===== config.mk =====
export PLATFORM = sky130hd
export DESIGN_NAME = huff_frame_ctrl
export DESIGN_NICKNAME = d
export VERILOG_FILES = /design/src/rtl/huff_frame_ctrl.sv
export SDC_FILE = /design/constraint.sdc
export NUM_CORES = 1
export LEC_CHECK = 0
export BUFFER_PORTS_ARGS = -buffer_cell sky130_fd_sc_hd__buf_2
export CAP_MARGIN = 5
export CORE_ASPECT_RATIO = 0.8
export CORE_MARGIN = 1
export CORE_UTILIZATION = 44
export DETAILED_ROUTE_END_ITERATION = 8
export MAX_ROUTING_LAYER = met4
export PLACE_DENSITY_LB_ADDON = 0.1
export SYNTH_ARGS = -nofsm -noshare
export SYNTH_HDL_FRONTEND = slang
export SYNTH_SLANG_ARGS = --single-unit

===== constraint.sdc =====
create_clock -name clk -period 1.65 [get_ports clk]
set_input_delay 0.33 -clock clk [delete_from_list [all_inputs] [get_ports clk]]
set_output_delay 0.33 -clock clk [all_outputs]
set_load 0.01 [all_outputs]

===== src/rtl/huff_frame_ctrl.sv =====
// Frame sequencer for the 6-symbol Huffman coder: histograms FRAME_LEN legal symbols, pulses the coder,
// waits up to TIMEOUT cycles for its table and holds the result (or err) until tbl_ack.
module huff_frame_ctrl #(
  parameter int FRAME_LEN = 100,
  parameter int TIMEOUT   = 255
) (
  input  logic        clk,
  input  logic        reset,
  input  logic        sym_valid,
  input  logic [2:0]  sym,
  output logic        sym_ready,
  output logic        cb_rst,
  output logic [7:0]  CNT1,
  output logic [7:0]  CNT2,
  output logic [7:0]  CNT3,
  output logic [7:0]  CNT4,
  output logic [7:0]  CNT5,
  output logic [7:0]  CNT6,
  output logic        CNT_valid,
  input  logic        code_valid,
  input  logic [7:0]  HC1,
  input  logic [7:0]  HC2,
  input  logic [7:0]  HC3,
  input  logic [7:0]  HC4,
  input  logic [7:0]  HC5,
  input  logic [7:0]  HC6,
  input  logic [7:0]  M1,
  input  logic [7:0]  M2,
  input  logic [7:0]  M3,
  input  logic [7:0]  M4,
  input  logic [7:0]  M5,
  input  logic [7:0]  M6,
  output logic [47:0] tbl_hc,
  output logic [47:0] tbl_m,
  output logic        tbl_valid,
  input  logic        tbl_ack,
  output logic        err,
  output logic        bad_sym
);

  typedef enum logic [2:0] {
    S_CLR,
    S_COLLECT,
    S_LAUNCH,
    S_WAIT,
    S_DONE,
    S_ERR
  } state_t;

  state_t     state, state_nxt;
  logic       clr_cnt;
  logic [7:0] frame_cnt;
  logic [7:0] wait_cnt;
  logic [7:0] cnt [6];
  logic       accept;
  logic       sym_legal;
  logic       last_sym;
  logic       timeout;

  assign sym_ready = (state == S_COLLECT);
  assign cb_rst    = (state == S_CLR);
  assign CNT_valid = (state == S_LAUNCH);
  assign tbl_valid = (state == S_DONE);
  assign err       = (state == S_ERR);

  assign accept    = sym_valid && (state == S_COLLECT);
  assign sym_legal = (sym >= 3'd1) && (sym <= 3'd6);
  assign last_sym  = accept && sym_legal && (frame_cnt == 8'(FRAME_LEN - 1));
  assign timeout   = (wait_cnt == 8'(TIMEOUT - 1));

  assign CNT1 = cnt[0];
  assign CNT2 = cnt[1];
  assign CNT3 = cnt[2];
  assign CNT4 = cnt[3];
  assign CNT5 = cnt[4];
  assign CNT6 = cnt[5];

  always_ff @(posedge clk) begin
    if (reset) state <= S_CLR;
    else       state <= state_nxt;
  end

  always_comb begin
    state_nxt = state;
    case (state)
      S_CLR:     if (clr_cnt) state_nxt = S_COLLECT;
      S_COLLECT: if (last_sym) state_nxt = S_LAUNCH;
      S_LAUNCH:  state_nxt = S_WAIT;
      // A coder answer in the timeout cycle still counts as a result.
      S_WAIT: begin
        if (code_valid)   state_nxt = S_DONE;
        else if (timeout) state_nxt = S_ERR;
      end
      S_DONE:    if (tbl_ack) state_nxt = S_CLR;
      S_ERR:     if (tbl_ack) state_nxt = S_CLR;
      default:   state_nxt = S_CLR;
    endcase
  end

  always_ff @(posedge clk) begin
    if (reset) begin
      clr_cnt   <= 1'b0;
      frame_cnt <= '0;
      wait_cnt  <= '0;
      bad_sym   <= 1'b0;
      tbl_hc    <= '0;
      tbl_m     <= '0;
      for (int i = 0; i < 6; i++) cnt[i] <= '0;
    end else begin
      case (state)
        S_CLR: begin
          // Toggles 0->1 over the two CLR cycles and returns to 0 on exit.
          clr_cnt   <= ~clr_cnt;
          frame_cnt <= '0;
          bad_sym   <= 1'b0;
          for (int i = 0; i < 6; i++) cnt[i] <= '0;
        end
        S_COLLECT: begin
          if (accept) begin
            if (sym_legal) begin
              frame_cnt <= frame_cnt + 8'd1;
              for (int i = 0; i < 6; i++)
                if (sym == 3'(i + 1)) cnt[i] <= cnt[i] + 8'd1;
            end else begin
              bad_sym <= 1'b1;
            end
          end
        end
        S_LAUNCH: wait_cnt <= '0;
        S_WAIT: begin
          wait_cnt <= wait_cnt + 8'd1;
          if (code_valid) begin
            tbl_hc <= {HC6, HC5, HC4, HC3, HC2, HC1};
            tbl_m  <= {M6, M5, M4, M3, M2, M1};
          end
        end
        default: ;
      endcase
    end
  end

endmodule


Word level (Yosys, flattened, before mapping)
Memories as Yosys holds them, arrays and structs flattened.
Index checks and enable logic that the tools add are counted.
{ "word_totals": {"ramBits": 48, "elab_cells": 129, "output_inout_bits": 150, "regBits": 117, "memories": 1} }
{ "classes": {"n_mux": 66, "n_bitwise": 13, "n_reduce_logical": 12, "addsub": 8, "n_lt_le_gt_ge": 2, "n_eq_ne": 20} }
{ "memory_table": {"columns": ["memory", "words", "word_bits", "rd", "rd_ports_with_merged_regs", "write_ports", "line", "text"], "rows": [
  ["cnt", 6, 8, 6, 0, 6, "54", "logic [7:0] cnt [6];"]
]} }
{ "ops": {"columns": ["operator", "count"], "rows": [
  ["two-way mux 8 bit", 14],
  ["adder 8 x 1 -> 8 bit (second input constant)", 8],
  ["two-way mux 1 bit", 43],
  ["one-hot mux 8 bit (2 select lines)", 2],
  ["equality test 3 bit (second input constant)", 5],
  ["two-way mux 3 bit", 5],
  ["one-hot mux 3 bit (5 select lines)", 1],
  ["equality test 3 x 2 -> 1 bit (second input constant)", 4],
  ["bitwise OR 1 bit", 12],
  ["!= test 2 x 1 -> 1 bit (second input constant)", 5],
  ["equality test 8 x 7 -> 1 bit (second input constant)", 1],
  ["equality test 8 bit (second input constant)", 1],
  ["equality test 3 x 1 -> 1 bit (second input constant)", 2],
  ["AND reduction 3 bit", 2],
  ["logical AND 1 bit", 4],
  ["AND reduction 4 bit", 1],
  ["nonzero test 2 bit", 2],
  ["greater-or-equal comparator 3 x 1 -> 1 bit (second input constant)", 1],
  ["<= comparator 3 bit (second input constant)", 1],
  ["zero test 3 bit", 1],
  ["!= test 3 bit (second input constant)", 1],
  ["!= test 2 bit (second input constant)", 1],
  ["one-hot mux 1 bit (2 select lines)", 1],
  ["AND reduction 2 bit", 1],
  ["2 further kinds", 2]
]} }

Depth between registers and ports, before layout
Gate-level depths: netlist of run 1.
{ "logic_depth": {"ltp_word": 8, "mapped_depth": 7, "depth_no_buf": 6} }

Worst setup path after synthesis of run 1
No wires, ideal clock.
{ "synth_path": {"path_kind": "reg-to-reg", "start": "register state[2]", "end": "memory cnt[4][0] (enable)", "path_slack_ps": -137, "arrival_ps": 1458, "required_time_ps": 1321, "period_less_slack_ps": 1787, "setup_time_ps": 329, "path_stages_with_launch": 5, "path_cell_list": "dfxtp_1 -> nand4bb_4 -> nor3b_1 -> nand2_1 -> nand2_1"} }
{ "synth_lines": {"columns": ["element", "line", "text"], "rows": [
  ["from (decl)", "50", "state_t state, state_nxt;"],
  ["from (signal assigned)", "80", "else state <= state_nxt;"],
  ["to (decl)", "54", null]
]} }

Worst setup path after layout of run 1
{ "layout_path": {"start": "register state[2]", "end": "register frame_cnt[5]"} }
{ "layout_between": {"elab_chain_len": 4, "elab_cells_between_ends": 8, "classes_between": "eq/ne: 3; mux: 1; reduce/logical: 4"} }
{ "layout_lines": {"columns": ["element", "line", "text"], "rows": [
  ["equality test 3 x 1 -> 1 bit", "66, 110", null],
  ["logical AND 1 bit", "66", "assign accept = sym_valid && (state == S_COLLECT);"],
  ["!= test 2 x 1 -> 1 bit (no line)", null, null],
  ["AND reduction 3 bit (no line)", null, null],
  ["to (signal assigned)", "121", "frame_cnt <= frame_cnt + 8'd1;"],
  ["to (decl)", "52", "logic [7:0] frame_cnt;"]
]} }
Parallel ways exist; a longest one is shown, timed or not.
A chain may end at the register's enable or synchronous reset.

==> implementation parameters, run 1 <==
Parameter                              Value

Run status
  Outcome    finished with violations
  Failing checks    setup timing

STA
  Hold Fails Final Rpt    0
  Period minus WS final    1750 ps
  Relative slew slack    0.575
  Max Fclk    0.570 GHz
  Number of slew-limit violations in the final report    0
  Setup repair after global routing missed its margin    true
  Final clock skew    7.02 ps
  Transition time of the tightest slew-check pin    638 ps
  Number of endpoints failing setup at the final stage    29
  Final period util    1.06
  Post-layout worst setup margin    -105 ps
  Total Negative Setup Slacks    -1090 ps

Worst setup path
  First element of the critical path    state[2]
  Critical path data required time    2000 ps
  Setup slack on the worst flop-to-flop path    -100 ps
  Element type at the critical path end    register
  Worst setup endpoint    frame_cnt[5]
  End of the worst register-to-register path    frame_cnt[5]
  Sort of element at the start of the critical path    register
  R2r worst-path depth    6
  Arrival time at the worst endpoint    2110 ps
  Critical R2R Launch    state[2]
  Worst-path fanout max    4
  Class of the most critical setup path    register to register

Final layout
  Cell area after layout    0.00944 mm2
  Layout Area Growth over Synthesis    39.8%
  Most frequent cells in the layout    sky130_fd_sc_hd__buf_2, sky130_fd_sc_hd__nand2_1, sky130_fd_sc_hd__dfxtp_1
  Net total in the final layout    ~1200
  Share of post-route cells with drive strength above 1    0.359
  Layout fillers    1336
  Final std cells w/o fill    around 1200
  Most common cell after layout, fill and taps aside    sky130_fd_sc_hd__buf_2

Routing
  TritonRoute pass-1 iters    5
  Via count    6093
  Wire length per cell    between 10 and 15 um
  Vias per std cell    4.89
  Total DRC errors in the routed layout    0
  Count of antenna-violating nets left after detailed routing    0
  Total routed wirelength    16800 um
  Violation count after the first detailed-route iteration    between 200 and 300

Place
  Post-detailed-placement half-perimeter wirelength    ~11000 um
  # port buffers    about 250
  Worst slack after detailed placement    -193 ps
  Count of placed standard cells including taps    1194
  Routability congestion estimate    0.785
  Total cell area at the placement stage    0.00850 mm2

Global route
  First-pass GRT wire length    between 20000 and 30000 um
  Via count of the first global-routing pass    5290
  Number of antenna violations at the first check in global routing    1
  Maximum number of pins on one net before global-route repair    112
  GRT Residual Overflow    0
  Aggregate global-route resource usage    0.212

Floorplan
  Placeable core area    roughly 0.015 mm2
  Floorplan die height    between 100 and 150 um
  Horizontal extent of the die    140 um
  Initial Utilization    0.450
  # rows    40
  Die area    around 0.016 mm2
  IO Count    254

Clock tree
  CTS Buffer Depth    2
  Clock latency reported for the late side of the worst-skew pair    420 ps
  Clock tree from TritonCTS    built
  TritonCTS Buffers    17
  Master cell of the clock root buffer    sky130_fd_sc_hd__clkbuf_16
  Count of clock tree sinks    approximately 170
  Clock-pin slew reported for the worst setup and hold paths after clock tree synthesis    70 ps
  H-tree lvl count    4
  Count of hold-fix buffers inserted at cts    0

Synthesis
  Synth Register Bits    165
  Sequential-to-total area share from yosys stat    0.561
  Yosys cell types    44
  Cell Area, Synth    0.00675 mm2
  Gate count after technology mapping    751
  Count of flip-flops with a built-in enable after synthesis    48
  Primary FF master, synth    sky130_fd_sc_hd__dfxtp_1
  Asr flop ratio synth    0
  Synth Warn #    0
  Synthesized netlist net count    864
  Post-synthesis average cell area    8.99 um2

Pwr
  Static leakage    approximately 0.0041 uW
  P per Cell Area    1180 mW/mm2
  Peak VDD IR    ~0.00094 V
  Power after layout    between 10000 and 15000 uW

Hold path
  Path class of the lowest-slack min-delay path    primary input to register

Flow run
  Max-cap check violation count    0
sequential cells by signal (all words and copies together) (netlist names):
signal	cells
bad_sym	1
clr_cnt	1
cnt	48
frame_cnt	8
state	3
tbl_hc	48
tbl_m	48
wait_cnt	8
power breakdown:
group	switching, uW	total [uW]	internal, uW
Clock	1640	3710	2070
Combinational	1220	2440	1220
Sequential	375	5020	4640
Total	3240	11200	7930
cells by family after synthesis:
group,synth area share
AO/OA/AOI/OAI,0.102
XOR/XNOR,0.0545
adder cells (fa/ha/maj),0.0167
multiplexers,0.00148
buffers and inverters,0.0280
flip-flops,0.561
AND/OR/NAND/NOR,0.237
per-layer routing:
layer,part of all wire,track usage,vias up
met3,0.057,0.0491,18
met5,0,-,-
met4,0.015,0.0797,0
met2,0.47,0.323,182
met1,0.46,0.277,2764
li1,-,-,3129
cell usage after synthesis (all sizes together), types with 5 or more instances:
library cell | n | area (um2)
a21oi | 108 | 541
and3 | 21 | 131
buf | 10 | 61.3
clkbuf | 28 | 105
dfxtp | 117 | 2340
edfxtp | 48 | 1440
ha | 9 | 113
inv | 6 | 22.5
nand2 | 212 | 796
nand3 | 30 | 150
nor2 | 61 | 229
nor3 | 7 | 35.0
nor3b | 5 | 42.5
xnor2 | 17 | 149
xor2 | 25 | 219
through the flow:
stage / hold WS, ps / utilization
floorplan: 449 / -
global placement: 439 / 0.566
detailed placement: 443 / 0.566
CTS: 118 / 0.613
global route: 121 / 0.628
finish: 139 / 0.628
area by class of cell:
cell class / instances / area (um2) / area share
flip-flops and latches: 165 / 3790 / 0.402
multi-input cells: 542 / 2940 / 0.312
repair buffers: 311 / 1890 / 0.200
clock buffers: 19 / 464 / 0.0492
well taps: 189 / 236 / 0.0251
clock inverters: 13 / 93.8 / 0.00995
inverters: 6 / 22.5 / 0.00239
diodes: 1 / 2.50 / 0.000265
what timing repair did:
item / in CTS / in global routing
buffers inserted: 7 / 11
gates cloned: 0 / 1
resized for setup: 26 / 25
endpoints found under the setup margin: 56 / 109
pin swaps: 10 / 6
endpoints found under the hold margin: 0 / 0
worst min path at each step:
stage | cells past startpoint | slack [ps] | endpoint | start
floorplan | 2 | 450 | frame_cnt[1] | frame_cnt[1]
global placement | 2 | 440 | tbl_m[7] | tbl_m[7]
detailed placement | 2 | 440 | tbl_hc[8] | tbl_hc[8]
CTS | 3 | 120 | tbl_hc[8] | HC2[0]
global route | 3 | 120 | tbl_hc[8] | HC2[0]
finish | 3 | 140 | tbl_hc[4] | HC1[4]
worst max-delay path, stage by stage (launching register included):
cell	delay, ps
sky130_fd_sc_hd__dfxtp_2	320
sky130_fd_sc_hd__or3_4	390
sky130_fd_sc_hd__buf_6	130
sky130_fd_sc_hd__o31a_1	150
sky130_fd_sc_hd__buf_4	170
sky130_fd_sc_hd__or4_4	410
sky130_fd_sc_hd__a21oi_2	120
(Power assumes the default switching activity.)
==> run 2: changes to the inputs <==
--- a/config.mk
+++ b/config.mk
@@ -6,7 +6,7 @@
 export NUM_CORES = 1
 export LEC_CHECK = 0
 export BUFFER_PORTS_ARGS = -buffer_cell sky130_fd_sc_hd__buf_2
-export CAP_MARGIN = 5
+export CAP_MARGIN = 0
 export CORE_ASPECT_RATIO = 0.8
 export CORE_MARGIN = 1
 export CORE_UTILIZATION = 44
==> constraint.sdc (replaced) <==
create_clock -name clk -period 1.65 [get_ports clk]
set_input_delay 0.495 -clock clk [delete_from_list [all_inputs] [get_ports clk]]
set_output_delay 0.495 -clock clk [all_outputs]
set_load 0.01 [all_outputs]
==> implementation parameters, run 2 (synthesis results as in run 1) <==
Parameter                              Value

Run status
  Outcome    finished with violations
  Failing checks    setup timing

Routing
  Via count    6239 (+2.4%)
  Total routed wirelength    17700 um (+5.2%)
  TritonRoute pass-1 iters    4 (-1)
  Count of antenna-violating nets left after detailed routing    0 (unchanged)
  Total DRC errors in the routed layout    0 (unchanged)
  Violation count after the first detailed-route iteration    280 (+6.1%)
  Vias per std cell    4.97 (+1.6%)
  Wire length per cell    14.1 um (+4.4%)

Final layout
  Share of post-route cells with drive strength above 1    0.369 (+0.0104)
  Layout Area Growth over Synthesis    42.8%
  Register Area    0.00379 mm2 (about the same)
  Post-layout util    0.642 (+0.0135)
  Most common cell after layout, fill and taps aside    sky130_fd_sc_hd__buf_2
  Most frequent cells in the layout    sky130_fd_sc_hd__buf_2, sky130_fd_sc_hd__nand2_1, sky130_fd_sc_hd__dfxtp_1
  Net total in the final layout    1167 (+0.95%)
  Registers with the most flip-flops    cnt x48, tbl_hc x48, tbl_m x48
  Layout fillers    1299 (-2.8%)
  Final std cells w/o fill    1256 (+0.80%)
  Area of the multi-input gates    0.00300 mm2 (+1.9%)
  N_diodes    0 (-1)

Global route
  Aggregate global-route resource usage    0.216 (+0.00331)
  First-pass GRT wire length    26500 um (+2.3%)
  Number of antenna violations at the first check in global routing    0 (-1)
  Via count of the first global-routing pass    5397 (+2.0%)
  GRT Residual Overflow    0 (unchanged)
  Maximum number of pins on one net before global-route repair    50 (-55%)

Clock tree
  Master cell of the clock root buffer    sky130_fd_sc_hd__clkbuf_16
  Clock tree from TritonCTS    built
  Count of hold-fix buffers inserted at cts    0 (unchanged)
  H-tree lvl count    4 (unchanged)
  Count of clock tree sinks    165 (unchanged)
  TritonCTS Buffers    17 (unchanged)
  Clock latency reported for the late side of the worst-skew pair    420 ps (about the same)
  CTS Buffer Depth    2 (unchanged)
  Clock-pin slew reported for the worst setup and hold paths after clock tree synthesis    70 ps (about the same)

Pwr
  Internal power of the cells    8010 uW (+1.0%)
  P per Cell Area    1170 mW/mm2 (-0.85%)
  Peak VDD IR    0.000770 V (-18%)
  Power after layout    11300 uW (+1.3%)
  Switch share    0.292 (+0.00182)
  Clock network fraction of design power    0.340 (+0.008)
  Static leakage    0.00418 uW (+2.1%)
  Net switching power figure    3300 uW (+1.9%)
  Proportion of power drawn by flip-flops and latches    0.444 (-0.005)
  Portion of total power attributed to combinational logic    0.216 (-0.002)

Floorplan
  # rows    40 (unchanged)
  IO Count    254 (unchanged)
  Placeable core area    0.0150 mm2 (unchanged)
  Initial Utilization    0.450 (unchanged)
  Floorplan die height    113 um (unchanged)
  Die area    0.0158 mm2 (unchanged)
  Horizontal extent of the die    140 um (unchanged)

STA
  Period minus WS final    1830 ps (+74.5 ps)
  Hold Fails Final Rpt    0 (unchanged)
  Final clock skew    8.04 ps (+1.02 ps)
  Final hold slack    305 ps (+166 ps)
  Final period util    1.11 (+0.0451)
  Post-layout worst setup margin    -179 ps (-74.5 ps)
  Max Fclk    0.547 GHz (-4.1%)
  Number of slew-limit violations in the final report    0 (unchanged)
  Transition time of the tightest slew-check pin    360 ps (-278 ps)
  Relative slew slack    0.760 (+0.186)
  Setup repair after global routing missed its margin    true
  Number of endpoints failing setup at the final stage    6 (-79%)

Worst setup path
  R2r worst-path depth    5 (-1)
  First element of the critical path    state[0]
  Arrival time at the worst endpoint    1330 ps (-780 ps)
  Critical path data required time    1150 ps (-850 ps)
  Setup slack on the worst flop-to-flop path    0 ps (+100 ps)
  Sort of element at the start of the critical path    register
  End of the worst register-to-register path    frame_cnt[5]
  Critical R2R Launch    state[0]
  Class of the most critical setup path    register to output port
  Worst setup endpoint    cb_rst
  Worst-path fanout max    4 (unchanged)
  Element type at the critical path end    output port

Place
  Post-detailed-placement half-perimeter wirelength    11400 um (+0.53%)
  Routability congestion estimate    0.793 (+1.0%)
  Count of placed standard cells including taps    1196 (+0.17%)
  # port buffers    253 (unchanged)

Flow run
  Max-cap check violation count    0 (unchanged)

Hold path
  Path class of the lowest-slack min-delay path    primary input to register
run 2: what timing repair did:
item                       in CTS  in global routing
buffers inserted               10                 10
gates resized for setup        23                 31
cloned                          0                  8
setup endpoints to repair       8                147
pin swaps                       5                 15
run 2: power by group through the flow:
stage	combinational [uW]	clock, uW	sequential, uW
2_1_floorplan	868	0	5210
3_3_place_gp	1970	0	5100
3_5_place_dp	1960	0	5110
4_1_cts	2190	3920	5030
5_1_grt	2650	4090	5080
6_report	2440	3840	5030
run 2: how the worst min path moves through the flow:
| stage | to | from | slack (ps) | cells past startpoint |
|---|---|---|---|---|
| floorplan | frame_cnt[1] | frame_cnt[1] | 450 | 2 |
| global placement | tbl_hc[46] | tbl_hc[46] | 440 | 2 |
| detailed placement | tbl_hc[40] | tbl_hc[40] | 440 | 2 |
| CTS | tbl_m[2] | M1[2] | 290 | 3 |
| global route | tbl_m[15] | M2[7] | 290 | 3 |
| finish | tbl_hc[42] | HC6[2] | 300 | 3 |
run 2: through the flow:
| stage | area, um2 | TNS [ps] | worst slack, ps |
|---|---|---|---|
| detailed placement | 8540 | -4310 | -199 |
| global route | 9640 | -2140 | -220 |
| CTS | 9270 | -673 | -192 |
| floorplan | 6790 | -256 | -119 |
| global placement | 8540 | -3370 | -183 |
| finish | 9640 | -578 | -179 |
run 2: critical path: stages (launching register included):
cell and delay [ps]:
sky130_fd_sc_hd__dfxtp_4 350, sky130_fd_sc_hd__or3_4 400, sky130_fd_sc_hd__inv_4 70, sky130_fd_sc_hd__buf_6 100
run 2: metal layers:
metal	GRT usage	wire length (um)
met1	0.293	8290
met2	0.322	8230
met3	0.0512	992
met4	0.0616	183
met5	-	0
run 2: cell type report:
| cell class | instances | share of cell area |
|---|---|---|
| sequential | 165 | 0.393 |
| multi-input combinational | 543 | 0.311 |
| inverter | 6 | 0.00286 |
| clock buffer | 19 | 0.0470 |
| clock inverter | 13 | 0.0126 |
| timing repair buffer | 321 | 0.209 |
| tap | 189 | 0.0245 |
